`config.mk`:
```
export PLATFORM = sky130hd
export DESIGN_NAME = neureka_dispatch_flat
export DESIGN_NICKNAME = d
export VERILOG_FILES = /design/src/rtl/neureka_dispatch_pkg.sv /design/src/rtl/neureka_dispatch_if.sv /design/src/rtl/neureka_dispatch_fifo.sv /design/src/rtl/neureka_dispatch.sv /design/src/flat_wrapper.sv
export SDC_FILE = /design/constraint.sdc
export NUM_CORES = 1
export LEC_CHECK = 0
export CAP_MARGIN = 20
export CORE_MARGIN = 10
export CORE_UTILIZATION = 46
export DETAILED_ROUTE_END_ITERATION = 7
export PLACE_DENSITY = 0.77
export REMOVE_ABC_BUFFERS = 1
export SYNTH_ARGS = -nofsm -noshare
export SYNTH_HDL_FRONTEND = slang
export SYNTH_SLANG_ARGS = --single-unit
```
`constraint.sdc`:
```
create_clock -name clk_i -period 2.7 [get_ports clk_i]
set_clock_uncertainty 0.15 [all_clocks]
set_input_delay 0.405 -clock clk_i [delete_from_list [all_inputs] [get_ports clk_i]]
set_output_delay 0.405 -clock clk_i [all_outputs]
set_load 0.01 [all_outputs]
```
`src/rtl/neureka_dispatch_pkg.sv`:
```
// Shared types and defaults for the multi-engine NEUREKA job dispatcher.
package neureka_dispatch_pkg;

  localparam int NEUREKA_N_ENGINES      = 2;
  localparam int NEUREKA_DISPATCH_DEPTH = 2;
  localparam int NEUREKA_CORE_W         = 3;
  localparam int NEUREKA_CFG_W          = 8;
  localparam int NEUREKA_ID_W           = 8;

  typedef enum logic [1:0] {
    ST_IDLE  = 2'd0,
    ST_START = 2'd1,
    ST_RUN   = 2'd2
  } dispatch_state_e;

  typedef struct packed {
    logic [NEUREKA_CORE_W-1:0] core;
    logic [NEUREKA_CFG_W-1:0]  cfg;
    logic [NEUREKA_ID_W-1:0]   id;
  } dispatch_job_t;

  // Round-robin candidate index: (base + off) mod n, with base < n and off < n.
  function automatic int rr_wrap(input int base, input int off, input int n);
    int s;
    s = base + off;
    return (s >= n) ? s - n : s;
  endfunction

endpackage

```
`src/rtl/neureka_dispatch_if.sv`:
```
// Job submission channel between the register file (master) and the dispatcher (slave).
interface neureka_dispatch_if #(
  parameter int N_CORES = 8,
  parameter int CFG_W   = 8,
  parameter int ID      = 8
);
  localparam int CORE_W = (N_CORES > 1) ? $clog2(N_CORES) : 1;

  logic              valid;
  logic              ready;
  logic [CORE_W-1:0] core;
  logic [CFG_W-1:0]  cfg;
  logic [ID-1:0]     id;

  modport master (output valid, core, cfg, input ready, id);
  modport slave  (input valid, core, cfg, output ready, id);
endinterface

```
`src/rtl/neureka_dispatch_fifo.sv`:
```
// Circular FIFO of arbitrary element type with full/empty flags and synchronous clear.
module neureka_dispatch_fifo #(
  parameter int  DEPTH = 2,
  parameter type T     = logic [7:0]
) (
  input  logic clk_i,
  input  logic rst_ni,
  input  logic clear_i,
  input  logic push_i,
  input  T     data_i,
  input  logic pop_i,
  output T     data_o,
  output logic full_o,
  output logic empty_o
);
  localparam int PTR_W = (DEPTH > 1) ? $clog2(DEPTH) : 1;
  localparam int CNT_W = $clog2(DEPTH + 1);

  T                 mem_q [DEPTH];
  logic [PTR_W-1:0] wr_q, rd_q;
  logic [CNT_W-1:0] cnt_q;
  logic             do_push, do_pop;

  function automatic logic [PTR_W-1:0] ptr_inc(input logic [PTR_W-1:0] p);
    return (p == PTR_W'(DEPTH - 1)) ? '0 : p + PTR_W'(1);
  endfunction

  assign full_o  = (cnt_q == CNT_W'(DEPTH));
  assign empty_o = (cnt_q == '0);
  assign do_push = push_i && !full_o;
  assign do_pop  = pop_i && !empty_o;
  assign data_o  = mem_q[rd_q];

  always_ff @(posedge clk_i or negedge rst_ni) begin
    if (!rst_ni) begin
      wr_q  <= '0;
      rd_q  <= '0;
      cnt_q <= '0;
    end else if (clear_i) begin
      wr_q  <= '0;
      rd_q  <= '0;
      cnt_q <= '0;
    end else begin
      if (do_push) wr_q <= ptr_inc(wr_q);
      if (do_pop)  rd_q <= ptr_inc(rd_q);
      if (do_push && !do_pop)      cnt_q <= cnt_q + CNT_W'(1);
      else if (!do_push && do_pop) cnt_q <= cnt_q - CNT_W'(1);
    end
  end

  // Storage carries no reset; only entries between rd and wr are ever observed.
  always_ff @(posedge clk_i) begin
    if (do_push && !clear_i) mem_q[wr_q] <= data_i;
  end

endmodule

```
`src/rtl/neureka_dispatch.sv`:
```
// Multi-engine job dispatcher: queue, round-robin engine launch, per-core completion events.
// Define NEUREKA_DISPATCH_PERF_EN to build the per-engine saturating busy-cycle counters.
module neureka_dispatch
  import neureka_dispatch_pkg::*;
#(
  parameter int N_CORES   = 8,
  parameter int N_ENGINES = NEUREKA_N_ENGINES,
  parameter int N_CONTEXT = NEUREKA_DISPATCH_DEPTH,
  parameter int CFG_W     = 8,
  parameter int ID        = 8
) (
  input  logic                      clk_i,
  input  logic                      rst_ni,
  input  logic                      clear_i,
  neureka_dispatch_if.slave         job,
  output logic [N_ENGINES-1:0]      eng_start_o,
  output logic [N_ENGINES*CFG_W-1:0] eng_cfg_o,
  output logic [N_ENGINES*ID-1:0]   eng_id_o,
  input  logic [N_ENGINES-1:0]      eng_busy_i,
  input  logic [N_ENGINES-1:0]      eng_done_i,
  output logic [N_CORES-1:0]        evt_o,
  output logic                      busy_o,
  output logic [N_ENGINES*32-1:0]   perf_busy_cnt_o
);
  localparam int CORE_W = (N_CORES > 1) ? $clog2(N_CORES) : 1;
  localparam int RR_W   = (N_ENGINES > 1) ? $clog2(N_ENGINES) : 1;
  localparam int PND_W  = $clog2(N_ENGINES + 1);

  typedef struct packed {
    logic [CORE_W-1:0] core;
    logic [CFG_W-1:0]  cfg;
    logic [ID-1:0]     id;
  } job_t;
  typedef logic [PND_W:0] sum_t;

  job_t             push_job, head_job;
  logic             fifo_full, fifo_empty, push, dispatch, sel_vld;
  logic [ID-1:0]    id_q, id_d;
  logic [RR_W-1:0]  rr_q, rr_d, sel, idx;
  dispatch_state_e  state_q [N_ENGINES];
  dispatch_state_e  state_d [N_ENGINES];
  job_t             slot_q  [N_ENGINES];
  logic [PND_W-1:0] pend_q  [N_CORES];
  logic [PND_W-1:0] pend_d  [N_CORES];
  logic [N_CORES-1:0] evt_q, evt_d;
  sum_t             arr, sum;

  assign job.ready = !fifo_full && !clear_i;
  assign job.id    = id_q;
  assign push      = job.valid && job.ready;
  assign push_job  = '{core: job.core, cfg: job.cfg, id: id_q};

  neureka_dispatch_fifo #(
    .DEPTH (N_CONTEXT),
    .T     (job_t)
  ) i_fifo (
    .clk_i   (clk_i),
    .rst_ni  (rst_ni),
    .clear_i (clear_i),
    .push_i  (push),
    .data_i  (push_job),
    .pop_i   (dispatch),
    .data_o  (head_job),
    .full_o  (fifo_full),
    .empty_o (fifo_empty)
  );

  // First idle, non-busy engine at or after the round-robin pointer.
  always_comb begin
    sel_vld = 1'b0;
    sel     = '0;
    idx     = '0;
    for (int i = 0; i < N_ENGINES; i++) begin
      idx = RR_W'(rr_wrap(int'(rr_q), i, N_ENGINES));
      if (!sel_vld && state_q[idx] == ST_IDLE && !eng_busy_i[idx]) begin
        sel_vld = 1'b1;
        sel     = idx;
      end
    end
  end

  assign dispatch = sel_vld && !fifo_empty && !clear_i;

  always_comb begin
    id_d = id_q;
    rr_d = rr_q;
    if (clear_i) begin
      id_d = '0;
      rr_d = '0;
    end else begin
      if (push) id_d = id_q + ID'(1);
      if (dispatch) rr_d = (sel == RR_W'(N_ENGINES - 1)) ? '0 : sel + RR_W'(1);
    end
  end

  always_ff @(posedge clk_i or negedge rst_ni) begin
    if (!rst_ni) begin
      id_q <= '0;
      rr_q <= '0;
      for (int e = 0; e < N_ENGINES; e++) begin
        state_q[e] <= ST_IDLE;
        slot_q[e]  <= '0;
      end
    end else begin
      id_q <= id_d;
      rr_q <= rr_d;
      for (int e = 0; e < N_ENGINES; e++) state_q[e] <= state_d[e];
      if (dispatch) slot_q[sel] <= head_job;
    end
  end

  always_comb begin
    for (int e = 0; e < N_ENGINES; e++) begin
      state_d[e] = state_q[e];
      case (state_q[e])
        ST_IDLE:  if (dispatch && sel == RR_W'(e)) state_d[e] = ST_START;
        ST_START: state_d[e] = ST_RUN;
        ST_RUN:   if (eng_done_i[e]) state_d[e] = ST_IDLE;
        default:  state_d[e] = ST_IDLE;
      endcase
      if (clear_i) state_d[e] = ST_IDLE;
    end
  end

  always_comb begin
    busy_o = !fifo_empty || (|evt_q);
    for (int e = 0; e < N_ENGINES; e++) begin
      eng_start_o[e]              = (state_q[e] == ST_START);
      eng_cfg_o[e*CFG_W +: CFG_W] = slot_q[e].cfg;
      eng_id_o[e*ID +: ID]        = slot_q[e].id;
      if (state_q[e] != ST_IDLE) busy_o = 1'b1;
    end
    for (int c = 0; c < N_CORES; c++) begin
      if (pend_q[c] != '0) busy_o = 1'b1;
    end
  end

  // Completions for one core are serialised into back-to-back single-cycle events.
  always_comb begin
    arr = '0;
    sum = '0;
    for (int c = 0; c < N_CORES; c++) begin
      arr = '0;
      for (int e = 0; e < N_ENGINES; e++) begin
        if (state_q[e] == ST_RUN && eng_done_i[e] && slot_q[e].core == CORE_W'(c))
          arr = arr + sum_t'(1);
      end
      sum       = sum_t'(pend_q[c]) + arr;
      evt_d[c]  = (sum != '0);
      pend_d[c] = PND_W'(sum - sum_t'(evt_d[c]));
      if (clear_i) begin
        evt_d[c]  = 1'b0;
        pend_d[c] = '0;
      end
    end
  end

  always_ff @(posedge clk_i or negedge rst_ni) begin
    if (!rst_ni) begin
      evt_q <= '0;
      for (int c = 0; c < N_CORES; c++) pend_q[c] <= '0;
    end else begin
      evt_q <= evt_d;
      for (int c = 0; c < N_CORES; c++) pend_q[c] <= pend_d[c];
    end
  end

  assign evt_o = evt_q;

`ifdef NEUREKA_DISPATCH_PERF_EN
  logic [31:0] perf_q [N_ENGINES];

  always_ff @(posedge clk_i or negedge rst_ni) begin
    if (!rst_ni) begin
      for (int e = 0; e < N_ENGINES; e++) perf_q[e] <= '0;
    end else begin
      for (int e = 0; e < N_ENGINES; e++) begin
        if (clear_i) perf_q[e] <= '0;
        else if (state_q[e] != ST_IDLE && perf_q[e] != 32'hFFFF_FFFF)
          perf_q[e] <= perf_q[e] + 32'd1;
      end
    end
  end

  always_comb begin
    for (int e = 0; e < N_ENGINES; e++) perf_busy_cnt_o[e*32 +: 32] = perf_q[e];
  end
`else
  assign perf_busy_cnt_o = '0;
`endif

endmodule

```
`src/flat_wrapper.sv`:
```
// flat-port wrapper written by rule: the top's interface ports become plain ports
module neureka_dispatch_flat import neureka_dispatch_pkg::*;
#(
  parameter int N_CORES   = 8,
  parameter int N_ENGINES = NEUREKA_N_ENGINES,
  parameter int N_CONTEXT = NEUREKA_DISPATCH_DEPTH,
  parameter int CFG_W     = 8,
  parameter int ID        = 8
)
  (clk_i, rst_ni, clear_i, eng_start_o, eng_cfg_o, eng_id_o, eng_busy_i, eng_done_i, evt_o, busy_o, perf_busy_cnt_o, job_valid, job_core, job_cfg, job_ready, job_id);
  neureka_dispatch_if #(.N_CORES(N_CORES), .CFG_W(CFG_W), .ID(ID)) job_i ();
  input  logic clk_i;
  input  logic rst_ni;
  input  logic clear_i;
  output logic [N_ENGINES-1:0] eng_start_o;
  output logic [N_ENGINES*CFG_W-1:0] eng_cfg_o;
  output logic [N_ENGINES*ID-1:0] eng_id_o;
  input  logic [N_ENGINES-1:0] eng_busy_i;
  input  logic [N_ENGINES-1:0] eng_done_i;
  output logic [N_CORES-1:0] evt_o;
  output logic busy_o;
  output logic [N_ENGINES*32-1:0] perf_busy_cnt_o;
  input wire logic [$bits(job_i.valid)-1:0] job_valid;
  input wire logic [$bits(job_i.core)-1:0] job_core;
  input wire logic [$bits(job_i.cfg)-1:0] job_cfg;
  output wire logic [$bits(job_i.ready)-1:0] job_ready;
  output wire logic [$bits(job_i.id)-1:0] job_id;
  assign job_i.valid = job_valid;
  assign job_i.core = job_core;
  assign job_i.cfg = job_cfg;
  assign job_ready = job_i.ready;
  assign job_id = job_i.id;
  neureka_dispatch #(.N_CORES(N_CORES), .N_ENGINES(N_ENGINES), .N_CONTEXT(N_CONTEXT), .CFG_W(CFG_W), .ID(ID)) u_core (.clk_i(clk_i), .rst_ni(rst_ni), .clear_i(clear_i), .job(job_i), .eng_start_o(eng_start_o), .eng_cfg_o(eng_cfg_o), .eng_id_o(eng_id_o), .eng_busy_i(eng_busy_i), .eng_done_i(eng_done_i), .evt_o(evt_o), .busy_o(busy_o), .perf_busy_cnt_o(perf_busy_cnt_o));
endmodule
```
==> results of run 1 <==
==> routing by layer <==
metal	GRT usage (%)	up-vias
met5	0	-
met4	6.52	0
met3	3.23	25
met2	24.7	128
met1	17.8	1912
li1	-	1673
==> registers in the layout (all words and copies together), names as in the netlist <==
| name | count |
|---|---|
| u_core.pend_q | 16 |
| u_core.state_q | 4 |
| u_core.slot_q | 6 |
| u_core.i_fifo.rd_q | 1 |
| u_core.eng_id_o | 16 |
| u_core.job.id | 8 |
| u_core.evt_o | 8 |
| u_core.eng_cfg_o | 16 |
| u_core.i_fifo.mem_q | 38 |
| u_core.i_fifo.cnt_q | 2 |
| u_core.i_fifo.wr_q | 1 |
| u_core.rr_q | 1 |
==> repair_timing <==
action                                  in CTS  in global routing
pin swaps                                   38                 28
endpoints found under the setup margin      22                 24
gates resized for setup                     53                 31
hold buffers                                 0                  1
endpoints found under the hold margin        0                 10
setup buffers                                8                  4
==> worst register-to-register path, cell delays in order (launching register included) <==
cell and delay [ns]:
dfrtp_1 0.40, nand4b_1 0.35, nor3_2 0.26, ha_1 0.27, ha_2 0.17, fa_1 0.48
or3_4 0.37, ha_4 0.18, xnor2_2 0.17, nor2_1 0.07
==> stage by stage <==
| stage | cells | setup TNS [ns] | worst slack [ns] |
|---|---|---|---|
| 2_1_floorplan | 430 | -0.0863 | -0.0440 |
| 3_3_place_gp | 703 | -10.30 | -0.532 |
| 3_5_place_dp | 703 | -12.87 | -0.697 |
| 4_1_cts | 743 | -1.20 | -0.167 |
| 5_1_grt | 750 | -5.42 | -0.379 |
| 6_report | 750 | -3.41 | -0.294 |
==> synthesized netlist by cell type, drive strengths merged (2+ instances only) <==
master	count	area (um^2)
or4	4	30.0
ha	25	313
mux2	60	818
xnor2	8	70.1
o31ai	4	30.0
nand2	9	33.8
or3	12	85.1
fa	8	160
nor3	7	40.0
a21oi	10	50.1
nor2b	5	31.3
buf	101	771
nand2b	5	31.3
nand4b	2	17.5
nor3b	3	22.5
nand4	4	25.0
nor4	11	90.1
and2	8	50.1
nand4bb	2	22.5
edfxtp	38	1140
inv	11	41.3
dfrtp	79	1980
o21ai	5	25.0
clkbuf	7	26.3
nor2	37	141
==> worst min-delay path by stage <==
| stage | from | endpoint | slack, ns | cells after the start |
|---|---|---|---|---|
| 3_3_place_gp | u_core.eng_id_o[6] | u_core.eng_id_o[6] | 0.34 | 1 |
| 5_1_grt | rst_ni | u_core.eng_id_o[14] | 0.27 | 2 |
| 6_report | rst_ni | u_core.eng_cfg_o[6] | 0.25 | 2 |
| 4_1_cts | rst_ni | u_core.eng_cfg_o[7] | 0.06 | 1 |
| 3_5_place_dp | u_core.eng_id_o[6] | u_core.eng_id_o[6] | 0.35 | 1 |
| 2_1_floorplan | rst_ni | u_core.eng_cfg_o[0] | -0.04 | 0 |
==> cell usage in the layout (no fill, tap or decap), drive strengths merged, types with 9 or more instances in the layout <==
master         instances
a21oi                 10
buf                   41
clkbuf                18
clkdlybuf4s50         66
conb                  64
dfrtp                 79
edfxtp                38
ha                    25
inv                   14
mux2                  60
nand2                  9
nor2                  37
nor4                  11
or3                   12
==> logic make-up (layout without fill, tap and decap cells) <==
logic type               after synthesis  count (layout)
AO/OA/AOI/OAI                         24              24
XOR/XNOR                               8               8
adder cells (fa/ha/maj)               33              33
buffers and inverters                119             154
flip-flops                           117             117
multiplexers                          60              60
other                                  1              65
AND/OR/NAND/NOR                      113             113
==> final cells by class <==
cell class | instances | area [um^2] | area share, %
Multi-Input combinational cell | 302 | 2850 | 36.1
Antenna cell | 1 | 2.50 | 0.0318
Tap cell | 176 | 220 | 2.79
Timing Repair Buffer | 111 | 1060 | 13.4
Clock buffer | 18 | 439 | 5.57
Inverter | 11 | 41.3 | 0.524
Clock inverter | 14 | 151 | 1.92
Sequential cell | 117 | 3120 | 39.6
==> report_power, final <==
| group | internal (mW) | switching (mW) | total, mW |
|---|---|---|---|
| clock network | 1.39 | 0.828 | 2.22 |
| registers | 2.23 | 0.346 | 2.57 |
| logic | 1.55 | 1.00 | 2.55 |
==> metrics, run 1 <==
placer congestion estimate=0.872; DRT iter0 DRCs=256; PD cells=931 nW/um^2; Synth Area in Compound Gates=2.63%; setup ws final=-0.294 ns; Fill cells=951; Yosys warning total=0; Final min period=2.99 ns; fin. max-slew vios=0; DRT Pass-1 Iters=4; Total Power=7.34 mW; die area=18300 um^2; fraction of synthesized cell area in xor and xnor cells=1.14%; mux contribution to synthesized area=13.3%; Yosys reg bits=117; vias in the first global route=3977; Worst Path Max Fanout=4; # setup viols final=20; main combinational cell family by area after synthesis=buffers and inverters; simple-gate portion of the synthesized area=10.6%; core area=13100 um^2; layout cells sized above 1=34.9%; RR Startpoint=u_core.state_q[0]; required time worst endpoint=2.84 ns; Final nets=612; Worst setup SP type=register; Synth Cell Area=6130 um^2; Worst setup startpoint=u_core.state_q[0]; H-Tree Level Count=4; Mapped Avg Cell Area=12.9 um^2; starting density of the core=46.7%; design area=7880 um^2; # DRC=0; met2 wire len=7460 um; R2R Path End=u_core.pend_q[7]; data arrival time of the worst path=3.13 ns; outcome=finished, violations left; WL final=14200 um; clk sinks=117; row count=42; Routed Antenna Nets=0; GRT overflow=0; DR vias/cell=4.98; crit path buf inv count=0; Final Util=60.0%; RSZ-0062 raised after global routing=yes; M1 wire length=5760 um; failing checks=negative setup slack; Ports=135; I/O Buffers=70; first-pass GRT wire length=21300 um; Slew Limit Headroom=34.3%; worst-skew pair later-pin latency=0.41 ns; Crit path depth=9; CTS tree=done; post-synthesis adder-cell area fraction=7.71%; Hold WS=0.246 ns; hpwl dp=9180 um; FF-to-FF path depth=9; CTS max path bufs=2; Crit path max-delay family=adder cells; crit path cell chain=nand4b_1, nor3_2, ha_1, ha_2, fa_1, or3_4, ha_4, xnor2_2, nor2_1; Largest stage delay, worst path=0.48 ns; Chip Height=135 um; final hold violation count=0; crit end category=register; Post-synth EDFFs=38; vias after detailed routing=3738; max layer used=met4; metal3 WL=632 um; Max-Cap Viols=0; Mapped Cells=475; Num CTS Buffers=17; FFs w/ async S/R, synth=67.5%; Tightest Pin Transition=0.986 ns; total leakage power=3.32 nW; Achievable Freq=334 MHz; Tightest Hold Check Type=input port to async pin; clock root buffer master=clkbuf_16; CP endpoint=u_core.pend_q[7]; Area after DPL=6720 um^2; post-synthesis cell type count=46; Avg WL per Cell=18.9 um; maximum vdd drop=505 uV; initial antenna violation count=1; final worst path period share=111%; CP Class=register to register; Post-synth top flop=dfrtp_1; total track usage=14.7%; largest net degree at the start of global routing=80; FF-to-FF setup slack=-0.29 ns; CTS clk-pin slew, worst paths=0.06 ns; Slowest-stage cell, CP=fa_1; Die X=135 um; area delta synth->final=28.5%; sequential fraction of the synthesis area=50.8%
No activity file was read; power rests on OpenSTA's default activity.
==> run 2, diff against run 1 <==
--- a/config.mk
+++ b/config.mk
@@ -6,6 +6,7 @@
 export NUM_CORES = 1
 export LEC_CHECK = 0
 export CAP_MARGIN = 20
+export CORE_ASPECT_RATIO = 0.6
 export CORE_MARGIN = 10
 export CORE_UTILIZATION = 46
 export DETAILED_ROUTE_END_ITERATION = 7
==> metrics, run 2 (synthesis results as in run 1) <==
Final min period=2.82 ns; # DRC=0; CTS clk-pin slew, worst paths=0.06 ns; vias in the first global route=4103; Reg with most FFs=u_core.i_fifo.mem_q; FF-to-FF setup slack=-0.12 ns; Total Power=7.21 mW; hpwl dp=9670 um; Final nets=610; setup ws final=-0.116 ns; Max-Cap Viols=0; CTS tree=done; PD cells=922 nW/um^2; total track usage=15.2%; CP Class=register to register; first-pass GRT wire length=22300 um; clock root buffer master=clkbuf_16; met2 wire len=7050 um; required time worst endpoint=2.83 ns; I/O Buffers=70; Worst setup SP type=register; DRT Pass-1 Iters=4; fin. max-slew vios=0; vias after detailed routing=3640; # setup viols final=10; final hold violation count=0; row count=32; Slew Limit Headroom=30.0%; RSZ-0062 raised after global routing=yes; Routed Antenna Nets=0; final worst path period share=104%; total negative slack=-0.549 ns; max layer used=met4; GRT overflow=0; Ports=135; CTS max path bufs=2; Slowest-stage cell, CP=fa_1; area delta synth->final=27.5%; starting density of the core=47.4%; die area=18500 um^2; Num CTS Buffers=17; metal3 WL=678 um; largest net degree at the start of global routing=80; maximum vdd drop=530 uV; Die X=169 um; most frequent cells in the layout=76 x dfrtp_1, 66 x clkdlybuf4s50_1, 64 x conb_1; most common cell after layout, fill and taps aside=dfrtp_1; Inserted Diodes=0; Achievable Freq=355 MHz; WL final=14100 um; Largest stage delay, worst path=0.49 ns; core area=12900 um^2; layout cells sized above 1=34.2%; DR vias/cell=4.91; data arrival time of the worst path=2.95 ns; failing checks=negative setup slack; Avg WL per Cell=19.1 um; clk sinks=117; worst-skew pair later-pin latency=0.40 ns; outcome=finished, violations left; placer congestion estimate=0.819; number of flip-flops in the largest register=38; DRT iter0 DRCs=196; H-Tree Level Count=4; crit end category=register; initial antenna violation count=0; total leakage power=3.31 nW; Worst Path Max Fanout=4; Chip Height=109 um; Tightest Hold Check Type=input port to async pin; M1 wire length=6270 um; Tightest Pin Transition=1.05 ns; crit path cell chain=nand4bb_4, nor3_2, ha_1, ha_2, fa_1, or3_4, ha_4, xnor2_2, nor2_1
==> run 2: cell count changes in the layout (fill, tap and decap cells not counted), moves of 2 or more <==
| cell | before | now |
|---|---|---|
| and2_1 | 3 | 8 |
| and2_4 | 5 | 0 |
| buf_6 | 5 | 1 |
| clkinv_1 | 0 | 2 |
| clkinv_4 | 2 | 5 |
| clkinvlp_4 | 5 | 3 |
| ha_1 | 5 | 7 |
| ha_2 | 4 | 6 |
| ha_4 | 16 | 12 |
| nor2_1 | 28 | 24 |
| nor2_2 | 5 | 7 |
| nor2_4 | 4 | 6 |
==> run 2: cell type report <==
cell class / count / area [um^2]
Fill cell: 958 / 5110
Sequential cell: 117 / 3120
Multi-Input combinational cell: 302 / 2820
Timing Repair Buffer: 109 / 1040
Clock buffer: 17 / 425
Tap cell: 170 / 213
Clock inverter: 15 / 156
Inverter: 11 / 41.3
==> run 2: worst paths after layout <==
check,startpoint,end,cells after the start
min in group clk_i,u_core.eng_cfg_o[5],u_core.eng_cfg_o[5],1
min,rst_ni,u_core.pend_q[15],2
max in group asynchronous,rst_ni,u_core.slot_q[35],3
max,u_core.state_q[0],u_core.pend_q[15],9
max reg2reg,u_core.state_q[0],u_core.pend_q[15],9
min reg2reg,u_core.eng_cfg_o[5],u_core.eng_cfg_o[5],1
==> run 2: power breakdown <==
group / internal (mW) / switching [mW]
sequential: 2.23 / 0.323
combinational: 1.50 / 0.976
clock: 1.36 / 0.821
total: 5.09 / 2.12
==> run 2: per-layer routing <==
metal / global-route usage, % / vias to the layer above
met5: 0 / -
met2: 25.2 / 107
met4: 4.97 / 0
li1: - / 1663
met1: 19.1 / 1862
met3: 4.28 / 8
==> run 2: worst max-delay path, delay by kind of cell, from the launching register on <==
kind                       cells  cell delay (ns)
xor gates and xnor gates       1             0.12
adders and majority gates      4             1.12
and+or+nand+nor                4             0.93
DFF                            1             0.38
==> run 2: repair_timing <==
item                       in CTS  in global routing
hold buffers                    0                  1
buffers inserted                4                  6
pin swaps                      39                 18
hold endpoints to repair        0                  8
setup endpoints to repair      23                 22
resized for setup              53                 29
cloned                          0                  0
==> run 2: per-stage QoR <==
step | utilization [%] | hold slack [ns] | setup slack (ns) | cell area [um^2] | cells
3_3_place_gp | 52.0 | 0.347 | -0.646 | 6720 | 697
6_report | 60.4 | 0.232 | -0.116 | 7820 | 741
3_5_place_dp | 52.0 | 0.346 | -0.744 | 6720 | 697
4_1_cts | 58.6 | 0.0854 | -0.141 | 7580 | 733
5_1_grt | 60.4 | 0.230 | -0.209 | 7820 | 741
2_1_floorplan | - | -0.0406 | -0.0440 | 5570 | 430
